**config.mk**
```make
export PLATFORM = sky130hd
export DESIGN_NAME = bcd_converter
export DESIGN_NICKNAME = d
export VERILOG_FILES = /design/src/rtl/bcd_converter_pkg.sv /design/src/rtl/bcd_converter_dd_core.sv /design/src/rtl/bcd_converter.sv
export SDC_FILE = /design/constraint.sdc
export NUM_CORES = 1
export LEC_CHECK = 0
export CAP_MARGIN = 20
export CORE_ASPECT_RATIO = 0.75
export CORE_MARGIN = 1
export CORE_UTILIZATION = 45
export CTS_CLUSTER_DIAMETER = 120
export DETAILED_ROUTE_END_ITERATION = 10
export PLACE_DENSITY = 0.77
export SLEW_MARGIN = 25
export SYNTH_ARGS = -nofsm -noshare
export SYNTH_HDL_FRONTEND = slang
export SYNTH_HIERARCHICAL = 1
export SYNTH_SLANG_ARGS = --single-unit
```
**constraint.sdc**
```tcl
create_clock -name HCLK -period 3 [get_ports HCLK]
set_clock_uncertainty 0.2 [all_clocks]
set_input_delay 0.6 -clock HCLK [delete_from_list [all_inputs] [get_ports HCLK]]
set_output_delay 0.6 -clock HCLK [all_outputs]
set_load 0.005 [all_outputs]
```
**src/rtl/bcd_converter_pkg.sv**
```systemverilog
// Shared constants, register map, FSM state type and BCD digit helper for the
// binary-to-BCD AHB-Lite accelerator.
package bcd_converter_pkg;

   localparam int BIN_WIDTH   = 17;
   localparam int INT_DIGITS  = 3;
   localparam int FRAC_DIGITS = 2;
   localparam int FRAC_W      = 4 * FRAC_DIGITS;
   localparam int INT_W       = 4 * INT_DIGITS;
   localparam int BCD_DIGITS  = INT_DIGITS + FRAC_DIGITS;
   localparam int BCD_W       = 4 * BCD_DIGITS;

   localparam logic [31:0] MAX_VALUE = 32'd99999;

   localparam logic [1:0] ADDR_BIN  = 2'd0;
   localparam logic [1:0] ADDR_FRAC = 2'd1;
   localparam logic [1:0] ADDR_INT  = 2'd2;
   localparam logic [1:0] ADDR_STAT = 2'd3;

   localparam logic [1:0] HTRANS_IDLE = 2'b00;

   localparam int STAT_BUSY = 0;
   localparam int STAT_OVF  = 1;

   typedef enum logic [0:0] {
      IDLE    = 1'b0,
      CONVERT = 1'b1
   } state_e;

   function automatic logic [3:0] add3(input logic [3:0] digit);
      return (digit >= 4'd5) ? (digit + 4'd3) : digit;
   endfunction

endpackage

```
**src/rtl/bcd_converter_dd_core.sv**
```systemverilog
// Iterative double-dabble engine: one add-3/shift step per clock. A start
// request always (re)loads, so it doubles as abort for a running conversion.
module double_dabble_core
   import bcd_converter_pkg::*;
#(
   parameter int WIDTH  = 17,
   parameter int DIGITS = 5
) (
   input  logic                  clk,
   input  logic                  rst_n,
   input  logic                  start_i,
   input  logic [WIDTH-1:0]      bin_i,
   output logic                  busy_o,
   output logic                  done_o,
   output logic [4*DIGITS-1:0]   bcd_o
);

   localparam int ACC_W = 4 * DIGITS;
   localparam int CNT_W = $clog2(WIDTH + 1);
   localparam logic [CNT_W-1:0] CNT_LOAD = CNT_W'(WIDTH);
   localparam logic [CNT_W-1:0] CNT_ONE  = CNT_W'(1);

   state_e             state_q, state_d;
   logic [CNT_W-1:0]   cnt_q, cnt_d;
   logic [WIDTH-1:0]   bin_q, bin_d;
   logic [ACC_W-1:0]   bcd_q, bcd_d;
   logic [ACC_W-1:0]   bcd_adj_s;
   logic [ACC_W-1:0]   bcd_shift_s;

   // One double-dabble step on the current accumulator.
   always_comb begin
      bcd_adj_s = bcd_q;
      for (int i = 0; i < DIGITS; i++) begin
         bcd_adj_s[4*i +: 4] = add3(bcd_q[4*i +: 4]);
      end
      bcd_shift_s = {bcd_adj_s[ACC_W-2:0], bin_q[WIDTH-1]};
   end

   // Next-state and datapath control; done fires on the step that consumes the last bit.
   always_comb begin
      state_d = state_q;
      cnt_d   = cnt_q;
      bin_d   = bin_q;
      bcd_d   = bcd_q;
      done_o  = 1'b0;
      if (start_i) begin
         state_d = CONVERT;
         cnt_d   = CNT_LOAD;
         bin_d   = bin_i;
         bcd_d   = '0;
      end else begin
         case (state_q)
            IDLE: begin
               state_d = IDLE;
            end
            CONVERT: begin
               bcd_d = bcd_shift_s;
               bin_d = {bin_q[WIDTH-2:0], 1'b0};
               cnt_d = cnt_q - CNT_ONE;
               if (cnt_q == CNT_ONE) begin
                  state_d = IDLE;
                  done_o  = 1'b1;
               end else begin
                  state_d = CONVERT;
               end
            end
            default: begin
               state_d = IDLE;
            end
         endcase
      end
   end

   // Engine state registers.
   always_ff @(posedge clk or negedge rst_n) begin
      if (!rst_n) begin
         state_q <= IDLE;
         cnt_q   <= '0;
         bin_q   <= '0;
         bcd_q   <= '0;
      end else begin
         state_q <= state_d;
         cnt_q   <= cnt_d;
         bin_q   <= bin_d;
         bcd_q   <= bcd_d;
      end
   end

   assign busy_o = (state_q == CONVERT);
   assign bcd_o  = bcd_shift_s;

endmodule

```
**src/rtl/bcd_converter.sv**
```systemverilog
// AHB-Lite slave wrapper: register map, bus decode and read stall around the
// double-dabble core that turns a binary display value into packed BCD.
module bcd_converter
   import bcd_converter_pkg::*;
(
   input  logic        HCLK,
   input  logic        HRESETn,
   input  logic [31:0] HADDR,
   input  logic [31:0] HWDATA,
   input  logic        HWRITE,
   input  logic        HREADY,
   input  logic        HSEL,
   input  logic [2:0]  HSIZE,
   input  logic [1:0]  HTRANS,
   output logic [31:0] HRDATA,
   output logic        HREADYOUT
);

   localparam logic [BIN_WIDTH-1:0] MAX_BIN = MAX_VALUE[BIN_WIDTH-1:0];

   logic                 write_q, write_d;
   logic                 read_q, read_d;
   logic [1:0]           addr_q, addr_d;
   logic [BIN_WIDTH-1:0] bin_q, bin_d;
   logic [FRAC_W-1:0]    frac_q, frac_d;
   logic [INT_W-1:0]     int_q, int_d;
   logic                 ovf_q, ovf_d;
   logic                 start_s;
   logic                 busy_s;
   logic                 done_s;
   logic                 too_big_s;
   logic [BIN_WIDTH-1:0] src_s;
   logic [BCD_W-1:0]     bcd_s;
   logic [31:0]          status_s;
   logic                 unused_s;

   assign unused_s  = ^{HSIZE, HADDR[31:4], HADDR[1:0]};
   assign start_s   = write_q && (addr_q == ADDR_BIN);
   assign too_big_s = (HWDATA > MAX_VALUE);
   assign src_s     = too_big_s ? MAX_BIN : HWDATA[BIN_WIDTH-1:0];

   // Address-phase capture; a low HREADY means our own data phase is stalled, so hold.
   always_comb begin
      write_d = write_q;
      read_d  = read_q;
      addr_d  = addr_q;
      if (HREADY) begin
         if (HSEL && (HTRANS != HTRANS_IDLE)) begin
            write_d = HWRITE;
            read_d  = !HWRITE;
            addr_d  = HADDR[3:2];
         end else begin
            write_d = 1'b0;
            read_d  = 1'b0;
            addr_d  = ADDR_BIN;
         end
      end else begin
         write_d = write_q;
         read_d  = read_q;
         addr_d  = addr_q;
      end
   end

   // Register file: a new write beats a coincident commit of the old run.
   always_comb begin
      bin_d  = bin_q;
      ovf_d  = ovf_q;
      frac_d = frac_q;
      int_d  = int_q;
      if (start_s) begin
         bin_d = HWDATA[BIN_WIDTH-1:0];
         ovf_d = too_big_s;
      end else if (done_s) begin
         frac_d = bcd_s[FRAC_W-1:0];
         int_d  = bcd_s[FRAC_W +: INT_W];
      end else begin
         bin_d = bin_q;
      end
   end

   // Read mux, combinational from the captured address.
   always_comb begin
      status_s            = 32'h0000_0000;
      status_s[STAT_BUSY] = busy_s;
      status_s[STAT_OVF]  = ovf_q;
      HRDATA              = 32'h0000_0000;
      if (read_q) begin
         case (addr_q)
            ADDR_BIN:  HRDATA = 32'(bin_q);
            ADDR_FRAC: HRDATA = 32'(frac_q);
            ADDR_INT:  HRDATA = 32'(int_q);
            ADDR_STAT: HRDATA = status_s;
            default:   HRDATA = 32'h0000_0000;
         endcase
      end else begin
         HRDATA = 32'h0000_0000;
      end
   end

   assign HREADYOUT = !(read_q && busy_s &&
                        ((addr_q == ADDR_FRAC) || (addr_q == ADDR_INT)));

   // Bus-phase and result registers.
   always_ff @(posedge HCLK or negedge HRESETn) begin
      if (!HRESETn) begin
         write_q <= 1'b0;
         read_q  <= 1'b0;
         addr_q  <= ADDR_BIN;
         bin_q   <= '0;
         frac_q  <= '0;
         int_q   <= '0;
         ovf_q   <= 1'b0;
      end else begin
         write_q <= write_d;
         read_q  <= read_d;
         addr_q  <= addr_d;
         bin_q   <= bin_d;
         frac_q  <= frac_d;
         int_q   <= int_d;
         ovf_q   <= ovf_d;
      end
   end

   double_dabble_core #(
      .WIDTH  (BIN_WIDTH),
      .DIGITS (BCD_DIGITS)
   ) u_core (
      .clk     (HCLK),
      .rst_n   (HRESETn),
      .start_i (start_s),
      .bin_i   (src_s),
      .busy_o  (busy_s),
      .done_o  (done_s),
      .bcd_o   (bcd_s)
   );

endmodule

```
==> results of run 1 <==
worst min path at each step:
stage / start / to / slack (ps)
final: HRESETn / u_core/bin_q[0] / 100
after global routing: HRESETn / bin_q[4] / 170
after CTS: HRESETn / bin_q[1] / 140
after detailed placement: bin_q[16] / bin_q[16] / 290
after global placement: bin_q[12] / bin_q[12] / 280
after floorplan: HRESETn / addr_q[0] / 100
layout make-up:
| class | instances | share of cell area [%] |
|---|---|---|
| repair buffers | 73 | 12.07 |
| multi-input cells | 347 | 41.53 |
| well taps | 136 | 2.910 |
| inverters | 17 | 1.134 |
| clock inverters | 7 | 2.097 |
| flip-flops and latches | 85 | 36.41 |
| clock buffers | 9 | 3.851 |
cells in the mapped netlist (10+ instances only):
cell type	number	area share, %
buf_2	10	1.0
inv_1	17	1.3
o21ai_0	38	4.0
and2_1	20	2.6
dfrtp_1	85	44
buf_4	19	3.0
nor2_1	16	1.3
mux2i_1	22	4.6
nand2b_1	18	2.4
ha_1	17	4.4
mux2_2	38	9.0
nand2_1	58	4.6
routing by layer:
metal / track usage [%] / wire length, µm
met1: 30.59 / 5207
met2: 31.71 / 4941
met3: 4.146 / 470
met4: 5.967 / 109
met5: 0 / 0
timing repair:
| action | in CTS | in global routing |
|---|---|---|
| gates resized for setup | 8 | 8 |
| setup buffers | 1 | 2 |
| pin swaps | 1 | 3 |
| setup endpoints to repair | 12 | 10 |
| gates cloned | 0 | 0 |
where the power goes:
group / leakage [nW] / total, mW / switching (mW) / internal (mW)
Combinational: 1.39 / 2.12 / 1.09 / 1.03
Clock: 0.162 / 1.29 / 0.469 / 0.817
Sequential: 1.05 / 2.01 / 0.388 / 1.62
registers in the layout, summed over array words and instances (netlist names), 2 cells and up:
| name | cells |
|---|---|
| bin_q | 17 |
| u_core/bcd_q | 20 |
| u_core/cnt_q | 5 |
| u_core/bin_q | 17 |
| addr_q | 2 |
| frac_q | 8 |
| int_q | 12 |
kinds of logic after synthesis:
logic type	synth area share (%)
and+or+nand+nor	17.12
DFF	44.49
xor gates and xnor gates	1.649
AOI/OAI and AO/OA	12.12
buffers and inverters	6.543
muxes	13.56
other	0.07844
adders and majority gates	4.449
stage by stage:
step                hold WS (ps)  area (µm²)  power, mW
global route               173.6        5848      5.802
floorplan                  104.4        4833      3.533
finish                     104.0        5848      5.417
global placement           279.4        5424      3.943
CTS                        137.4        5808      5.415
detailed placement         293.2        5424      4.091
==> reports/metrics.csv, run 1 <==
metric;value;unit
Setup WS post-layout;63.24;ps
first-iteration detailed-routing DRC count;253;
status;finished, final reports clean;
drt wl/cell;15.92;µm
Antenna Violating Nets Remaining;0;
CP startpoint;addr_q[1];
# nets final;624;
n_diodes;0;
first-pass iteration count of the detailed router;5;
area taken by multi-input logic gates;2429;µm²
FILL cells;846;
Die Wd;121.0;µm
Slowest-stage cell, CP;clkdlybuf4s50_1;
Syn Area/Cell;10.06;µm²
CP arrival;2140;ps
clock latency on the worst-skew pair;340;ps
CTS Sinks;85;
Final Hold Violating Endpoints;0;
Reg-to-Reg Start;u_core/cnt_q[1];
die height;91.27;µm
CP peak stage delay;470;ps
WL final;10730;µm
critical path launch point type;register;
Residual DRC;0;
Area growth, synth to finish;22.32;%
Post-Place Cells;655;
Initial Util;46.46;%
LEAKAGE;2.599;nW
initial antenna violation count;0;
first-pass GRT wire length;18190;µm
final period utilization;97.89;%
Mapped Area;4781;µm²
clock buffer count from CTS;9;
asr flop ratio synth;100.0;%
top_reg_cell synth;dfrtp_1;
pwr dens;926.3;nW/µm²
crit path capture;HRDATA[1];
crit-path leading delay family;buffers and inverters;
critical path, cell by cell;inv_2 -> ha_4 -> a222oi_1 -> o21ai_0 -> and2_1 -> clkdlybuf4s50_1;
Util after Layout;56.83;%
total vias in the final route;3685;
vias per std cell;5.467;
worst reg2reg path depth;7;
Critical Path RT;2200;ps
Critical Setup Path Class;register to output pin;
row count;32;
pre-CTS WS;176.4;ps
I/O pins;107;
VDD IR max;0.0005583;V
H-Tree Depth;3;
root buffer cell;clkbuf_16;
largest net degree at the start of global routing;59;
Reg area;2130;µm²
clk slew on worst S/H paths;60;ps
CTS tree;built;
Post-CTS Hold Buffers;0;
Final Critical Period;2937;ps
Non-Filler Instances;674;
Synth Instances;475;
Worst Setup End Kind;output pin;
commonest cells after routing, fill and taps aside;83 x dfrtp_1, 58 x nand2_1, 56 x clkdlybuf4s50_1;
Final HPWL DP;7417;µm
GPL Wtd Cong;0.7887;
share of post-route cells with drive strength above 1;17.10;%
IO buf count;58;
Yosys cell types;46;
Worst Tran Pin Value;733.0;ps
Final Slew Violations;0;
#FFs+latches synth;85;
WP depth;6;
die area;11040;µm²
commonest non-fill, non-tap cell in the layout;dfrtp_1;
vias in the first global route;3599;
relative slew slack;51.13;%
placeable core region;10290;µm²
FMAX;340.5;MHz
RSZ-0062 raised after global routing;false;
worst r2r dst;frac_q[7];
final setup fails;0;
Hold WC Path Type;primary input to asynchronous set/reset pin;
Reg2Reg Setup Slack;730;ps
Synth warnings;6;
GRT Total Usage;21.05;%
critical-path maximum fanout;8;
GRT overflow;0;
sequential area share after synthesis;44.49;%
Bufs on Longest Clock Path;2;
final setup TNS;0;ps
max_cap viols;0;
EDFF count, synth;0;
Crit path buffers/inverters;2;
Note: power is estimated with default switching activity, not from simulation.
==> inputs of run 2 (changes only) <==
CTS_CLUSTER_SIZE = 24   (was not set)
GPL_TIMING_DRIVEN = 0   (was not set)
SKIP_LAST_GASP = 1   (was not set)
==> run 2 against run 1 <==
Net effect: non-clock buffer count up 31; first-iteration DRC count up 4.7%; clock-buffer cell count unchanged; sequential share of layout area down 1.2 points; sequential power about the same; die area unchanged; global-route usage up 2.9 points; flip-flop and latch count unchanged; via count up 6.3%; setup slack worse by 27 ps; combinational power up 7%; clock power down 12%; critical path type unchanged.
==> reports/metrics.csv, run 2 (synthesis results as in run 1) <==
metric;value;unit
total vias in the final route;3918;
Initial Util;46.46;%
I/O pins;107;
Reg2Reg Setup Slack;180;ps
biggest regs;u_core/bcd_q: 20 flops, bin_q: 17 flops, u_core/bin_q: 17 flops;
root buffer cell;clkbuf_16;
LEAKAGE;2.765;nW
worst r2r dst;int_q[8];
clock buffer count from CTS;9;
CTS tree;built;
Area growth, synth to finish;26.38;%
Final HPWL DP;9142;µm
Post-Place Cells;684;
IO buf count;58;
largest net degree at the start of global routing;55;
share of post-route cells with drive strength above 1;20.21;%
first-pass GRT wire length;19890;µm
commonest non-fill, non-tap cell in the layout;dfrtp_1;
Largest register FFs;20;
critical path launch point type;register;
die height;91.27;µm
GRT overflow;0;
Die Wd;121.0;µm
vias in the first global route;3896;
# nets final;655;
first-pass iteration count of the detailed router;7;
WL final;12580;µm
Critical Setup Path Class;register to output pin;
final setup TNS;0;ps
Placed Area;5609;µm²
final period utilization;98.80;%
Antenna Violating Nets Remaining;0;
vias per std cell;5.557;
Non-Filler Instances;705;
Largest Register;u_core/bcd_q;
die area;11040;µm²
row count;32;
Bufs on Longest Clock Path;2;
critical-path maximum fanout;3;
Final Slew Violations;0;
final setup fails;0;
max_cap viols;0;
Worst Setup End Kind;output pin;
drt wl/cell;17.84;µm
initial antenna violation count;0;
Worst Tran Pin Value;526.6;ps
clk slew on worst S/H paths;60;ps
finished layout cell area;6042;µm²
worst reg2reg path depth;11;
Residual DRC;0;
Final Hold Violating Endpoints;0;
relative slew slack;64.89;%
VDD IR max;0.0005408;V
FMAX;337.4;MHz
GPL Wtd Cong;0.8949;
first-iteration detailed-routing DRC count;265;
FILL cells;819;
CTS Sinks;85;
Critical Path RT;2200;ps
Util after Layout;58.72;%
Reg-to-Reg Start;addr_q[0];
Hold WC Path Type;register to register;
pwr dens;895.3;nW/µm²
GRT Total Usage;23.92;%
Final Power;5.410;mW
commonest cells after routing, fill and taps aside;85 x dfrtp_1, 58 x nand2_1, 54 x clkdlybuf4s50_1;
placeable core region;10290;µm²
RSZ-0062 raised after global routing;true;
CP arrival;2160;ps
Final Critical Period;2964;ps
CP startpoint;addr_q[0];
clock latency on the worst-skew pair;350;ps
status;finished, final reports clean;
n_diodes;0;
crit path capture;HRDATA[0];
H-Tree Depth;3;
run 2: cell count changes in the layout (fill, tap and decap cells not counted), sizes merged:
| cell | delta |
|---|---|
| buf | +23 |
| bufinv | -2 |
| clkbuf | +7 |
| clkdlybuf4s50 | -2 |
| clkinv | +3 |
| clkinvlp | +1 |
| dlygate4sd3 | +1 |
| dlymetal6s2s | +2 |
| inv | -2 |
run 2: layout make-up:
cell class / instances / area, µm² / share of cell area [%]
Clock buffer: 9 / 225.2 / 3.727
Sequential cell: 85 / 2127 / 35.20
Timing Repair Buffer: 65 / 660.6 / 10.93
Multi-Input combinational cell: 347 / 2430 / 40.22
Inverter: 17 / 67.56 / 1.118
Clock inverter: 7 / 76.32 / 1.263
Tap cell: 136 / 170.2 / 2.816
Buffer: 39 / 285.3 / 4.721
run 2: routing by layer:
metal	up-vias	global-route usage, %	part of all wire [%]
li1	1813	-	-
met1	1954	33.55	45
met4	0	7.202	1.8
met3	24	5.779	6.3
met2	127	36.48	47
met5	-	0	0
run 2: how the worst min path moves through the flow:
stage               startpoint        end  slack, ps  cells after the start
global placement     bin_q[12]  bin_q[12]        280                      1
floorplan              HRESETn  addr_q[0]        100                      0
CTS                  bin_q[12]  bin_q[12]        300                      1
detailed placement   bin_q[12]  bin_q[12]        290                      1
finish               bin_q[12]  bin_q[12]        300                      1
global route         bin_q[12]  bin_q[12]        320                      1
run 2: stage by stage:
stage / hold slack (ps) / setup WS (ps)
5_1_grt: 317.7 / -51.47
6_report: 298.4 / 36.14
4_1_cts: 300.3 / -3.139
3_5_place_dp: 285.7 / -233.0
2_1_floorplan: 104.4 / 363.6
3_3_place_gp: 279.0 / -1839
run 2: repair_timing:
| item | 4_1_cts | 5_1_grt |
|---|---|---|
| endpoints found under the setup margin | 37 | 37 |
| hold endpoints to repair | 8 | 0 |
| hold buffers | 1 | 0 |
| buffers inserted | 4 | 1 |
| resized for setup | 13 | 25 |
| pin swaps | 0 | 2 |
run 2: where the power goes:
part           internal [mW]  switching, mW
sequential              1.62          0.398
combinational           1.09           1.18
clock                  0.647          0.480
total                   3.35           2.06
run 2: worst max-delay path: stages (launching register included):
cell and delay (ps):
dfrtp_1 410, buf_4 150, ha_1 240, a222oi_1 300, o21ai_0 120, and2_1 170, clkdlybuf4s50_1 430
